`src/rtl/shader_mem_sequencer.sv`:
```
// shader_mem_sequencer: shares the circular instruction ring between SPI word loads and
// per-pixel shader sweeps, realigning the ring head to index 0 before every sweep.
module shader_mem_sequencer #(
    parameter int DEPTH = 8,
    parameter int WIDTH = 8
) (
    input  logic                     clk_i,
    input  logic                     rst_ni,
    input  logic                     pixel_start_i,
    input  logic                     wr_valid_i,
    output logic                     wr_ready_o,
    input  logic [WIDTH-1:0]         wr_data_i,
    input  logic                     wr_rewind_i,
    input  logic [WIDTH-1:0]         mem_head_i,
    output logic                     mem_shift_o,
    output logic                     mem_load_o,
    output logic [WIDTH-1:0]         mem_data_o,
    output logic                     exec_valid_o,
    output logic [WIDTH-1:0]         exec_instr_o,
    output logic                     exec_last_o,
    output logic                     busy_o,
    output logic [$clog2(DEPTH)-1:0] head_idx_o,
    output logic                     overrun_o
);
    localparam int AW = $clog2(DEPTH);
    typedef enum logic [1:0] {S_IDLE, S_ALIGN, S_EXEC} state_t;
    state_t           r_state, w_state_nxt;
    logic             r_pend, w_pend_nxt;
    logic [AW-1:0]    r_head, w_head_nxt;
    logic             r_shift, r_load, r_valid, r_last, r_ovr;
    logic [WIDTH-1:0] r_data;
    logic             w_wr_ready, w_wr_acc;
    // Head index as it will be after this cycle's shift (if any) lands.
    assign w_head_nxt = r_head + AW'(r_shift);
    assign w_wr_ready = (r_state == S_IDLE) && !pixel_start_i && !wr_rewind_i;
    assign w_wr_acc   = wr_valid_i && w_wr_ready;
    always_comb begin
        w_state_nxt = r_state;
        w_pend_nxt  = r_pend;
        case (r_state)
            S_IDLE: begin
                if (pixel_start_i) begin
                    w_state_nxt = (w_head_nxt == '0) ? S_EXEC : S_ALIGN;
                    w_pend_nxt  = 1'b1;
                end else if (wr_rewind_i && (w_head_nxt != '0)) begin
                    w_state_nxt = S_ALIGN;
                    w_pend_nxt  = 1'b0;
                end
            end
            S_ALIGN: begin
                w_pend_nxt = r_pend || pixel_start_i;
                if (w_head_nxt == '0) w_state_nxt = w_pend_nxt ? S_EXEC : S_IDLE;
            end
            S_EXEC: begin
                if (w_head_nxt == '0) w_state_nxt = S_IDLE;
            end
            default: w_state_nxt = S_IDLE;
        endcase
        if (w_state_nxt != S_ALIGN) w_pend_nxt = 1'b0;
    end
    // Outputs are registered from the next state so they line up with the state they describe.
    always_ff @(posedge clk_i or negedge rst_ni) begin
        if (!rst_ni) begin
            r_state <= S_IDLE;
            r_pend  <= 1'b0;
            r_head  <= '0;
            r_shift <= 1'b0;
            r_load  <= 1'b0;
            r_data  <= '0;
            r_valid <= 1'b0;
            r_last  <= 1'b0;
            r_ovr   <= 1'b0;
        end else begin
            r_state <= w_state_nxt;
            r_pend  <= w_pend_nxt;
            r_head  <= w_head_nxt;
            r_shift <= (w_state_nxt != S_IDLE) || w_wr_acc;
            r_load  <= w_wr_acc;
            r_data  <= w_wr_acc ? wr_data_i : '0;
            r_valid <= (w_state_nxt == S_EXEC);
            r_last  <= (w_state_nxt == S_EXEC) && (w_head_nxt == AW'(DEPTH - 1));
            r_ovr   <= r_ovr || ((r_state == S_EXEC) && pixel_start_i);
        end
    end
    assign wr_ready_o   = w_wr_ready;
    assign mem_shift_o  = r_shift;
    assign mem_load_o   = r_load;
    assign mem_data_o   = r_data;
    assign exec_valid_o = r_valid;
    assign exec_instr_o = r_valid ? mem_head_i : '0;
    assign exec_last_o  = r_last;
    assign busy_o       = (r_state != S_IDLE);
    assign head_idx_o   = r_head;
    assign overrun_o    = r_ovr;
endmodule
```
`config.mk`:
```
export PLATFORM = sky130hd
export DESIGN_NAME = shader_mem_sequencer
export DESIGN_NICKNAME = d
export VERILOG_FILES = /design/src/rtl/shader_mem_sequencer.sv
export SDC_FILE = /design/constraint.sdc
export NUM_CORES = 1
export LEC_CHECK = 0
export BUFFER_PORTS_ARGS = -buffer_cell sky130_fd_sc_hd__buf_2
export CAP_MARGIN = 10
export CELL_PAD_IN_SITES_DETAIL_PLACEMENT = 2
export CELL_PAD_IN_SITES_GLOBAL_PLACEMENT = 2
export CORE_ASPECT_RATIO = 0.8
export CORE_MARGIN = 8
export CORE_UTILIZATION = 21
export DETAILED_ROUTE_END_ITERATION = 16
export PLACE_DENSITY_LB_ADDON = 0.1
export SLEW_MARGIN = 25
export SYNTH_ARGS = -nofsm -noshare
export SYNTH_HDL_FRONTEND = slang
export SYNTH_SLANG_ARGS = --single-unit
```
`constraint.sdc`:
```
create_clock -name clk_i -period 1.55 [get_ports clk_i]
set_input_delay 0.0775 -clock clk_i [delete_from_list [all_inputs] [get_ports clk_i]]
set_output_delay 0.0775 -clock clk_i [all_outputs]
set_load 0.05 [all_outputs]
```
==> flow_summary.rst <==
.. list-table::
   :header-rows: 1

   * - Metric
     - Value
   * - Share of the synthesized area in the top cell type
     - 61.6%
   * - Fraction of final layout cells sized beyond drive strength 1
     - 59.7%
   * - Number of nets with antenna violations after detailed routing
     - 0
   * - Area of the core
     - 0.00347 mm²
   * - Most frequent standard cell in the layout excluding fill and tap cells
     - sky130_fd_sc_hd__buf_2
   * - DP HPWL
     - 1990 µm
   * - Number of nets in the final layout
     - 143
   * - Port Buffer Count
     - 46
   * - Slack of the worst reg-to-reg path
     - -120 ps
   * - Post-synthesis cell type count
     - 20
   * - Synth Net Count
     - 84
   * - Power per Cell Area
     - 2080 mW/mm²
   * - Violated checks
     - setup timing
   * - Total inserted antenna cells
     - 0
   * - Clk sink count
     - 19
   * - Largest fanout on the critical path
     - 4
   * - X dimension of the die
     - 83.8 µm
   * - Sequential Power Share
     - 28.4%
   * - Final period util
     - 108%
   * - Sum of routed wire length over all layers
     - 2510 µm
   * - Switching portion of total power
     - 44.7%
   * - Kind of cell with the highest combined delay on the critical path
     - simple AND/OR/NAND/NOR gates
   * - RSZ-0062 raised after global routing
     - true
   * - Longest Clk Path Bufs
     - 2
   * - Final min period
     - 1670 ps
   * - Commonest cells after routing, fill and taps aside
     - sky130_fd_sc_hd__buf_2, sky130_fd_sc_hd__dfrtp_1, sky130_fd_sc_hd__and2_1, sky130_fd_sc_hd__and3_1, sky130_fd_sc_hd__buf_4
   * - Top cells by area in the synthesized netlist
     - sky130_fd_sc_hd__dfrtp_1, sky130_fd_sc_hd__and2_1, sky130_fd_sc_hd__and3_1
   * - Instance count after placement with tap cells included
     - 154
   * - Max Slew Vio Count
     - 0
   * - Vias
     - 684
   * - Stages on worst setup path
     - 6
   * - LEAKAGE
     - 0.668 nW
   * - Footprint of the multi-input gates
     - 359 µm²
   * - Most frequent cell on the critical path
     - sky130_fd_sc_hd__ha_4
   * - Worst slew pin tran
     - 447 ps
   * - Starting DRC count in detailed routing
     - 11
   * - Pin count of the biggest net entering global routing
     - 20
   * - Synth warn
     - 0
   * - Top achievable clock speed
     - 0.598 GHz
   * - Die footprint
     - 0.00588 mm²
   * - Classification of the worst-slack hold path
     - in2reg
   * - Max transition margin
     - 70.2%
   * - Worst hold start
     - wr_data_i[0]
   * - Worst path bufs/invs
     - 1
   * - Number of antenna violations at the first check in global routing
     - 0
   * - Clock tree from TritonCTS
     - yes
   * - Crit-path cells
     - ha_4 > ha_4 > xnor2_4 > inv_2 > nor4b_4 > or4_4
   * - R2R cell count
     - 6
   * - H-tree depth
     - 1
   * - Row count
     - 19
   * - Vertical extent of the die
     - 70.2 µm
   * - Critical-path top delay cell
     - sky130_fd_sc_hd__or4_4
   * - Timing endpoint of the critical path
     - mem_shift_o$_DFF_PN0_
   * - Final worst clock skew
     - 2.93 ps
   * - Starting utilization of the core area
     - 22.2%
   * - Number of optimization iterations in the first detailed-route pass
     - 4
   * - Post-synthesis cell type with the largest combined area
     - sky130_fd_sc_hd__dfrtp_1
   * - Overall track demand over capacity in global routing
     - 9.06%
   * - Number of placed I/O pins
     - 47
   * - Critical Path Start
     - head_idx_o[0]$_DFF_PN0_
   * - Clock latency on the worst-skew pair
     - 260 ps
   * - Portion of total power attributed to combinational logic
     - 58.0%
   * - Residual overflow from global routing
     - 0
   * - Proportion of power drawn by the clock network
     - 13.6%
   * - Max-cap violations
     - 0
   * - Startpoint kind of the worst setup timing path
     - flop
   * - Clock-pin transition on the worst setup and hold timing paths
     - 70 ps
   * - Synth-to-layout area growth
     - 61.6%
   * - Buffer type at the clock tree root
     - sky130_fd_sc_hd__clkbuf_8
   * - Synthesized area per cell
     - 12.7 µm²
   * - Status
     - finished with violations
   * - Crit path required time
     - 1680 ps
   * - Fin worst setup slack
     - -122 ps
   * - Num CTS Buffers
     - 3
   * - DRC errors left
     - 0
   * - Via count normalized by instance count
     - 4.25
   * - Count of final setup violators
     - 5
   * - Worst R2R End
     - mem_shift_o$_DFF_PN0_
   * - Peak supply drop
     - 0.578 mV
   * - Wire length of the first global-routing pass
     - 4200 µm
   * - Sequential area share after synthesis
     - 61.6%
   * - CP endpoint kind
     - flop
   * - Critical R2R Launch
     - head_idx_o[0]$_DFF_PN0_
   * - Largest stage delay on the critical path
     - 510 ps
   * - Fill count
     - 390
   * - Core occupancy in the finished layout
     - 35.9%
   * - Crit Path Category
     - reg2reg
   * - Average wire length per cell after detail routing
     - 15.6 µm
   * - Vias in the first global route
     - 824
   * - Cell area after synthesis
     - 772 µm²
   * - Internal portion of total power
     - 1.44 mW
   * - Number of non-filler instances in the completed layout
     - 161
   * - Switch Pwr
     - 1.16 mW
   * - Final weighted congestion in routability-driven placement
     - 0.672
   * - Cells after synthesis
     - 61
   * - Count of final hold-check violations
     - 0
   * - Final Total Pwr
     - 2.60 mW
   * - Reg area
     - 480 µm²
   * - Total of flip-flops plus latches after synthesis
     - 19
   * - WP data arrival
     - 1800 ps
==> power groups by stage <==
| stage | registers [mW] | logic [mW] | clock network [mW] |
|---|---|---|---|
| after floorplan | 1.01 | 0.753 | 0 |
| after global placement | 0.747 | 1.41 | 0 |
| after detailed placement | 0.751 | 1.43 | 0 |
| after CTS | 0.742 | 1.47 | 0.372 |
| after global routing | 0.760 | 1.62 | 0.393 |
| final | 0.737 | 1.51 | 0.353 |
==> synth_stat cells (all sizes together) <==
cell and instances:
dfrtp 19, and2 9, and3 8, nor3 6, o21bai 3, a21oi 2
ha 2, inv 2, a211oi 1, nand2 1, nand2b 1, nor2 1
nor4 1, nor4b 1, or2 1, or2b 1, or4 1, xnor2 1
==> final cells by class <==
class                      count  share of cell area [%]
sequential                    19                    38.5
multi-input combinational     40                    28.8
timing repair buffer          54                    24.3
tap                           42                    4.21
clock buffer                   4                    3.61
inverter                       2                   0.602
==> metrics by stage <==
step	TNS (ps)	worst slack [ps]	instance area [µm²]	hold WS, ps
6_report	-270	-122	1250	51.7
5_1_grt	-686	-177	1250	42.3
4_1_cts	-478	-142	1220	44.0
3_5_place_dp	-510	-125	1160	60.1
3_3_place_gp	-443	-99.1	1160	48.2
2_1_floorplan	-595	-252	836	-218
==> worst min path at each step <==
stage	slack, ps	cells after the start	endpoint
after global placement	50	1	mem_data_o[6]$_DFF_PN0_
after global routing	40	2	mem_data_o[7]$_DFF_PN0_
final	50	2	mem_data_o[0]$_DFF_PN0_
after floorplan	-220	0	exec_last_o$_DFF_PN0_
after CTS	40	2	mem_data_o[0]$_DFF_PN0_
after detailed placement	60	1	mem_data_o[6]$_DFF_PN0_
==> registers in the layout, summed over array words and instances, names as in the netlist <==
| signal | count |
|---|---|
| mem_data_o | 8 |
| exec_valid_o | 1 |
| mem_load_o | 1 |
| exec_last_o | 1 |
| r_pend | 1 |
| overrun_o | 1 |
| mem_shift_o | 1 |
| head_idx_o | 3 |
| r_state | 2 |
==> metal layers <==
layer  global-route usage (%)  up-vias  share of wire (%)  wire length [µm]
met5                        0        -                  0                 0
li1                         -      326                  -                 -
met3                     4.40        5                6.9               174
met1                     9.98      333                 43              1070
met2                     14.5       20                 49              1220
met4                     4.02        0                1.6                40
==> timing repair <==
action	4_1_cts	5_1_grt
gates cloned	0	0
gates resized for setup	3	2
pin swaps	1	1
hold buffers	1	0
endpoints found under the hold margin	19	0
setup buffers	0	2
setup endpoints to repair	6	6
==> cells by family after synthesis <==
family	share of synthesized area, %
AND/OR/NAND/NOR	26.9
flip-flops	61.6
adder cells (fa/ha/maj)	3.24
AO/OA/AOI/OAI	5.19
XOR/XNOR	2.11
buffers and inverters	0.972
No activity file was read; power rests on OpenSTA's default activity.
